===== src/rtl/axis_nco_sweep.sv =====
// Frequency sweep generator: streams NCO phase steps from start to stop
// with optional dwell gaps, single-shot or continuous.
module axis_nco_sweep #(
  parameter int STEP_WIDTH  = 32,
  parameter int DWELL_WIDTH = 16
) (
  input  logic                   aclk,
  input  logic                   arst_n,
  input  logic [STEP_WIDTH-1:0]  cfg_start_step,
  input  logic [STEP_WIDTH-1:0]  cfg_stop_step,
  input  logic [STEP_WIDTH-1:0]  cfg_delta,
  input  logic [DWELL_WIDTH-1:0] cfg_dwell,
  input  logic                   cfg_continuous,
  input  logic                   start,
  input  logic                   abort,
  output logic [STEP_WIDTH-1:0]  m_axis_data_tdata,
  output logic                   m_axis_data_tvalid,
  input  logic                   m_axis_data_tready,
  output logic                   busy,
  output logic                   done,
  output logic [15:0]            sweep_count
);

  typedef enum logic [1:0] {IDLE, EMIT, DWELL} state_t;

  state_t                 state;
  logic [STEP_WIDTH-1:0]  cur;
  logic [STEP_WIDTH-1:0]  start_q;
  logic [STEP_WIDTH-1:0]  stop_q;
  logic [STEP_WIDTH-1:0]  delta_q;
  logic [DWELL_WIDTH-1:0] dwell_q;
  logic [DWELL_WIDTH-1:0] dwell_cnt;
  logic                   cont_q;
  logic                   last_q;

  logic [STEP_WIDTH:0]    sum;
  logic [STEP_WIDTH-1:0]  nxt;
  logic                   hs;
  logic                   is_last;
  logic                   fin;

  // Extra bit catches the carry; carry or overshoot saturates to stop.
  assign sum     = {1'b0, cur} + {1'b0, delta_q};
  assign nxt     = (sum > {1'b0, stop_q}) ? stop_q : sum[STEP_WIDTH-1:0];
  assign hs      = m_axis_data_tvalid & m_axis_data_tready;
  assign is_last = (cur >= stop_q);

  assign fin = (state == EMIT && hs && is_last && dwell_q == '0)
            || (state == DWELL && dwell_cnt == 1 && last_q);

  assign m_axis_data_tdata = cur;

  always_ff @(posedge aclk or negedge arst_n) begin
    if (!arst_n) begin
      state              <= IDLE;
      cur                <= '0;
      start_q            <= '0;
      stop_q             <= '0;
      delta_q            <= '0;
      dwell_q            <= '0;
      dwell_cnt          <= '0;
      cont_q             <= 1'b0;
      last_q             <= 1'b0;
      m_axis_data_tvalid <= 1'b0;
      busy               <= 1'b0;
      done               <= 1'b0;
      sweep_count        <= '0;
    end else begin
      done <= 1'b0;
      if (abort) begin
        state              <= IDLE;
        m_axis_data_tvalid <= 1'b0;
        busy               <= 1'b0;
      end else if (fin) begin
        sweep_count <= sweep_count + 16'd1;
        last_q      <= 1'b0;
        if (cont_q) begin
          cur                <= start_q;
          state              <= EMIT;
          m_axis_data_tvalid <= 1'b1;
        end else begin
          done               <= 1'b1;
          state              <= IDLE;
          m_axis_data_tvalid <= 1'b0;
          busy               <= 1'b0;
        end
      end else begin
        unique case (state)
          IDLE: begin
            if (start) begin
              start_q            <= cfg_start_step;
              stop_q             <= cfg_stop_step;
              delta_q            <= cfg_delta;
              dwell_q            <= cfg_dwell;
              cont_q             <= cfg_continuous;
              cur                <= cfg_start_step;
              last_q             <= 1'b0;
              state              <= EMIT;
              m_axis_data_tvalid <= 1'b1;
              busy               <= 1'b1;
            end
          end
          EMIT: begin
            if (hs) begin
              last_q <= is_last;
              if (!is_last) cur <= nxt;
              if (dwell_q != '0) begin
                state              <= DWELL;
                dwell_cnt          <= dwell_q;
                m_axis_data_tvalid <= 1'b0;
              end
            end
          end
          DWELL: begin
            if (dwell_cnt == 1) begin
              state              <= EMIT;
              m_axis_data_tvalid <= 1'b1;
            end else begin
              dwell_cnt <= dwell_cnt - 1'b1;
            end
          end
          default: begin
            state              <= IDLE;
            m_axis_data_tvalid <= 1'b0;
            busy               <= 1'b0;
          end
        endcase
      end
    end
  end

endmodule


===== config.mk =====
export PLATFORM = sky130hd
export DESIGN_NAME = axis_nco_sweep
export DESIGN_NICKNAME = d
export VERILOG_FILES = /design/src/rtl/axis_nco_sweep.sv
export SDC_FILE = /design/constraint.sdc
export NUM_CORES = 1
export LEC_CHECK = 0
export ABC_AREA = 1
export CAP_MARGIN = 40
export CORE_MARGIN = 10
export CORE_UTILIZATION = 47
export DETAILED_ROUTE_END_ITERATION = 16
export HOLD_SLACK_MARGIN = 0.02
export PLACE_DENSITY = 0.72
export SYNTH_ARGS = -nofsm -noshare
export SYNTH_HDL_FRONTEND = slang
export SYNTH_SLANG_ARGS = --single-unit

===== constraint.sdc =====
create_clock -name aclk -period 3.35 [get_ports aclk]
set_input_delay 0.67 -clock aclk [delete_from_list [all_inputs] [get_ports aclk]]
set_output_delay 0.67 -clock aclk [all_outputs]
set_load 0.02 [all_outputs]

==> results of run 1 <==
## worst max path at each step
stage and end:
2_1_floorplan m_axis_data_tdata[29], 3_3_place_gp m_axis_data_tdata[28], 3_5_place_dp m_axis_data_tdata[25], 4_1_cts m_axis_data_tdata[25], 5_1_grt m_axis_data_tdata[3], 6_report m_axis_data_tdata[21]
## per-stage QoR
stage                     std cells  area, um^2  utilization [%]
after detailed placement       2550       16200             58.7
after CTS                      2592       17200             62.3
after global placement         2550       16200             58.7
after floorplan                1914       13100                -
after global routing           2602       18000             65.1
final                          2603       18000             65.1
## synth_stat cells, drive strengths merged, types with 2 or more instances
library cell | count | area share, %
o21bai | 14 | 0.80
o21a | 5 | 0.29
and3 | 2 | 0.096
nand4 | 47 | 2.3
o21ai | 55 | 2.1
nand3b | 7 | 0.40
a21boi | 5 | 0.32
o211ai | 4 | 0.23
buf | 53 | 2.2
and2 | 2 | 0.096
xor2 | 32 | 2.1
a21o | 9 | 0.52
clkbuf | 19 | 0.54
nor2 | 94 | 2.9
dfrtp | 182 | 35
xnor2 | 5 | 0.33
nand3 | 217 | 8.4
nor3 | 26 | 0.99
a31oi | 2 | 0.096
nor4 | 6 | 0.33
inv | 225 | 6.5
nand2 | 733 | 21
ha | 102 | 9.7
a21oi | 63 | 2.4
or2 | 2 | 0.096
## power by group
part | leakage (nW) | total [mW] | internal (mW) | switching [mW]
clock network | 0.300 | 2.13 | 1.02 | 1.10
logic | 6.90 | 17.1 | 7.50 | 9.64
registers | 2.26 | 3.96 | 3.17 | 0.794
## state kept, by name, summed over array words and instances, names as in the netlist
name / count
busy: 1
done: 1
start_q: 32
stop_q: 32
delta_q: 32
cont_q: 1
state: 2
sweep_count: 16
last_q: 1
m_axis_data_tdata: 32
dwell_q: 16
dwell_cnt: 16
## cells by family after synthesis
group / Yosys count / synth area share, %
and+or+nand+nor: 1137 / 36.8
buffers and inverters: 297 / 9.18
DFF: 182 / 34.8
AOI/OAI and AO/OA: 158 / 6.81
adders and majority gates: 103 / 9.90
xor gates and xnor gates: 37 / 2.48
## layout make-up
cell class / count / area, um^2
diodes: 1 / 2.50
clock buffers: 17 / 425
clock inverters: 15 / 198
fillers: 2404 / 9640
inverters: 225 / 845
multi-input cells: 1435 / 8210
flip-flops and latches: 182 / 4560
well taps: 378 / 473
repair buffers: 350 / 3280
## critical path: cells and delay by family (launching register included)
kind | cells | cell delay (ps)
AO/OA/AOI/OAI | 2 | 310
XOR/XNOR | 1 | 250
adder cells (fa/ha/maj) | 2 | 640
buffers and inverters | 4 | 580
flip-flops | 1 | 420
AND/OR/NAND/NOR | 15 | 1550
## timing repair
item | 4_1_cts | 5_1_grt
setup buffers | 8 | 10
endpoints found under the setup margin | 32 | 32
gates resized for setup | 52 | 141
hold buffers | 0 | 0
pin swaps | 30 | 96
cloned | 2 | 3
## metal layers
layer | track usage [%] | vias to the layer above | wire (um)
met2 | 39.3 | 553 | 21200
met3 | 4.85 | 99 | 3470
met5 | 0 | - | 20
met4 | 8.44 | 2 | 1310
li1 | - | 6734 | -
met1 | 32.5 | 6593 | 19700
## placed cells by master (no fill, tap or decap), types with 8 or more instances in the layout
| master | netlist | layout |
|---|---|---|
| a21o_1 | 9 | 9 |
| nand4_1 | 46 | 46 |
| nand2_2 | 8 | 42 |
| ha_1 | 102 | 80 |
| nand2_1 | 724 | 683 |
| nor3_1 | 26 | 20 |
| clkdlybuf4s50_1 | 0 | 166 |
| clkbuf_16 | 0 | 20 |
| o21ai_0 | 52 | 47 |
| buf_4 | 12 | 161 |
| clkinv_8 | 0 | 8 |
| o21bai_1 | 14 | 9 |
| inv_1 | 221 | 218 |
| a21oi_1 | 63 | 47 |
| nand3_1 | 215 | 174 |
| nor2_2 | 4 | 11 |
| nand2_4 | 1 | 8 |
| dfrtp_1 | 182 | 180 |
| ha_4 | 0 | 21 |
| a21oi_2 | 0 | 13 |
| buf_12 | 0 | 10 |
| nand3_2 | 2 | 42 |
| xor2_1 | 32 | 26 |
| nor2_1 | 88 | 80 |
==> qor.csv, run 1 <==
metric,value,unit
final_max_slew_viol_count,0,
synthDistinctLibCells,42,
period_needed,3860,ps
syn_area,13100,um^2
totalPowerFinal,23.2,mW
hpwl,33.1,mm
maxCapViolCount,0,
synth_flop_cell,dfrtp_1,
syn_inst,1914,
rows,61,
status,"complete, but fails checks",
port_buffers,168,
synth_edf_count,0,
core-area,27600,um^2
holdWs,235,ps
ir_drop,0.000774,V
rsz0062_at_grt,true,
die_area,34900,um^2
criticalPathCategory,flop to flop,
violations,negative setup slack,
synth.avg_cell_area,6.84,um^2
worstReg2RegEnd,m_axis_data_tdata[21],
post-route-period-util,115,%
crit_slowest_cell,dfrtp_1,
viasPerCell,5.37,
drcViolationCount,0,
r2r_cells,24,
place_ws,-581,ps
synth_nets,2135,
final_nets,2432,
chipHeight,187,um
crit_chain,"ha_1, buf_4, a21oi_1, and2_1, nor2_1, nor2_1, o21a_1, nand2_1, xor2_1, inv_1, ha_1, nand2_1, nor3_2, buf_4, nand3_2, nor3_2, nand2_2, nand2_4, buf_12, nand2_2, nand3_1, nand2_1, nand2_1, nand2_1",
worstSetupStartpoint,m_axis_data_tdata[23],
power_per_cell_area,1290,nW/um^2
wl_per_cell,17.5,um
cts_buffer_depth,2,
r2r_slack,-510,ps
final-setup-viol-count,32,
crit_path_max_incr_delay,420,ps
vias,14000,
dr.first_iter.drc_count,1257,
r2r_start,m_axis_data_tdata[23],
dr.pass1.iters,5,
critPathMaxFanout,8,
antenna_found_initial,2,
cts_buffers,17,
hold_viol,0,
tightest_slew,899,ps
initial_utilization,47.4,%
clock.fmax,0.259,GHz
grt-ovfl-total,0,
grt.total_usage,24.6,%
crit_path_start_kind,flop,
cp_data_arrival_time,4210,ps
grt_pass1_wl,70.5,mm
clock_latency,460,ps
grt_max_degree,114,
setup_slack,-513,ps
postRouteAntennaNets,0,
pin_count,169,
ys_warn_count,0,
ctsHtreeMaxLevel,4,
cts.clk_slew.worst_paths,80,ps
grt_pass1_vias,13400,
drive_gt1_share,17.9,%
gp_congestion,1.01,
cts_tree,yes,
skew,15.2,ps
slew-limit-headroom,39.9,%
ys_seq_area_share,34.8,%
synthToLayoutAreaGrowth,37.4,%
hold_path_class,input port to async pin,
critPathCaptureType,flop,
leakage,9.46,nW
die_w,187,um
root_buffer,clkbuf_16,
drt-total-wl,45.7,mm
path_common_cell,nand2_1,
async_flop_share,100,%
setup_tns,-15590,ps
cts_sinks,182,
cp.required,3700,ps
synth_seq_cells,182,
No activity file was read; power rests on OpenSTA's default activity.
==> run 2: changes to the inputs <==
--- a/config.mk
+++ b/config.mk
@@ -11,7 +11,8 @@
 export CORE_UTILIZATION = 47
 export DETAILED_ROUTE_END_ITERATION = 16
 export HOLD_SLACK_MARGIN = 0.02
-export PLACE_DENSITY = 0.72
+export PLACE_DENSITY_LB_ADDON = 0.08
 export SYNTH_ARGS = -nofsm -noshare
 export SYNTH_HDL_FRONTEND = slang
 export SYNTH_SLANG_ARGS = --single-unit
+export TNS_END_PERCENT = 100
==> qor.csv, run 2 (same netlist as run 1, synthesis figures left out) <==
metric,value,unit
status,"complete, but fails checks",
violations,negative setup slack,
root_buffer,clkbuf_16,
cts_sinks,182,
postRouteAntennaNets,0,
tightest_slew,690,ps
drt-total-wl,47.4,mm
clock_latency,460,ps
ctsHtreeMaxLevel,4,
skew,14.9,ps
criticalPathCategory,flop to flop,
maxCapViolCount,0,
dr.first_iter.drc_count,1171,
die_w,187,um
post-route-period-util,116,%
cts.clk_slew.worst_paths,80,ps
layout_commonest_cell,nand2_1,
cts_buffer_depth,2,
setup_slack,-528,ps
cts_tree,yes,
post_dp_cell_area,16300,um^2
fin_area,18800,um^2
chipHeight,187,um
hpwl,33.4,mm
dr.pass1.iters,5,
crit_path_start_kind,flop,
port_buffers,168,
vias,13900,
grt_max_degree,78,
rows,61,
final_nets,2454,
hold_path_class,input port to async pin,
cts_buffers,17,
clock.fmax,0.258,GHz
final_max_slew_viol_count,0,
layout_common_cells,"nand2_1, inv_1, dfrtp_1, buf_4, clkdlybuf4s50_1",
wl_per_cell,18.1,um
cp.required,3700,ps
rsz0062_at_grt,true,
synthToLayoutAreaGrowth,44.0,%
period_needed,3880,ps
gp_congestion,0.998,
drcViolationCount,0,
grt-ovfl-total,0,
die_area,34900,um^2
viasPerCell,5.31,
slew-limit-headroom,54.0,%
hold_viol,0,
core-area,27600,um^2
critPathCaptureType,flop,
antenna_found_initial,4,
grt_pass1_wl,71.9,mm
cp_data_arrival_time,4230,ps
grt_pass1_vias,13300,
critPathMaxFanout,8,
initial_utilization,47.4,%
final-setup-viol-count,32,
drive_gt1_share,22.4,%
fillCellCount,2361,
stdcell_count,2624,
grt.total_usage,25.2,%
placed_cells,2560,
pin_count,169,
[run 2: layout make-up]
class | instances | area [um^2] | area share [%]
Multi-Input combinational cell | 1435 | 8860 | 47.0
Sequential cell | 182 | 4560 | 24.2
Timing Repair Buffer | 372 | 3540 | 18.8
Inverter | 225 | 845 | 4.48
Tap cell | 378 | 473 | 2.51
Clock buffer | 18 | 429 | 2.28
Clock inverter | 13 | 139 | 0.737
Antenna cell | 1 | 2.50 | 0.0133
[run 2: layer usage]
metal | up-vias | share of wire (%) | routed length (um) | global-route usage [%]
li1 | 6763 | - | - | -
met1 | 6582 | 44 | 20900 | 33.7
met2 | 483 | 46 | 21800 | 40.4
met3 | 105 | 7.0 | 3310 | 5.67
met4 | 6 | 2.9 | 1370 | 6.54
met5 | - | 0.074 | 35 | 0
[run 2: worst max-delay path: stages, from the launching register on]
cell      delay (ps)
dfrtp_1          420
ha_4             270
buf_6            140
a21oi_2          190
o21ai_1          130
a21oi_1          180
nand2_2          150
a21boi_1         180
xor2_1           290
inv_1             90
ha_1             180
a21oi_1          170
o21bai_1          90
nand2_1           80
nand2_1           80
a21oi_2          160
nand2_1          100
nor2_2           130
nand2_4          110
nand2_8          120
buf_12           150
nand2_1           70
nand3_1           90
nand2_1           50
nand2_1           70
nand2_1           60
[run 2: per-stage QoR]
step           TNS, ps  utilization (%)  hold slack, ps  setup slack [ps]
6_report        -15100             68.2             177              -528
4_1_cts          -7800             63.9             195              -267
3_5_place_dp    -19680             59.0             458              -644
3_3_place_gp    -20310             59.0             453              -654
2_1_floorplan        0                -             374              3.01
5_1_grt         -20330             68.2             200              -693
[run 2: worst paths after layout]
kind	endpoint	from	slack [ps]	cells after the start
min in group aclk	stop_q[31]	stop_q[31]	470	2
setup reg to reg	m_axis_data_tdata[22]	delta_q[12]	-530	25
hold reg to reg	stop_q[31]	stop_q[31]	470	2
setup / recovery	m_axis_data_tdata[22]	delta_q[12]	-530	25
hold / removal	m_axis_data_tdata[4]	arst_n	180	1
max in group asynchronous	dwell_cnt[2]	arst_n	2210	2
[run 2: what timing repair did]
action,4_1_cts,5_1_grt
endpoints found under the setup margin,32,32
hold buffers,0,0
pin swaps,14,126
gates cloned,2,5
gates resized for setup,119,199
buffers inserted,18,7
Power of run 2 is not shown: default switching activity piles up to over one toggle a cycle in this logic, so the estimate is an artifact.
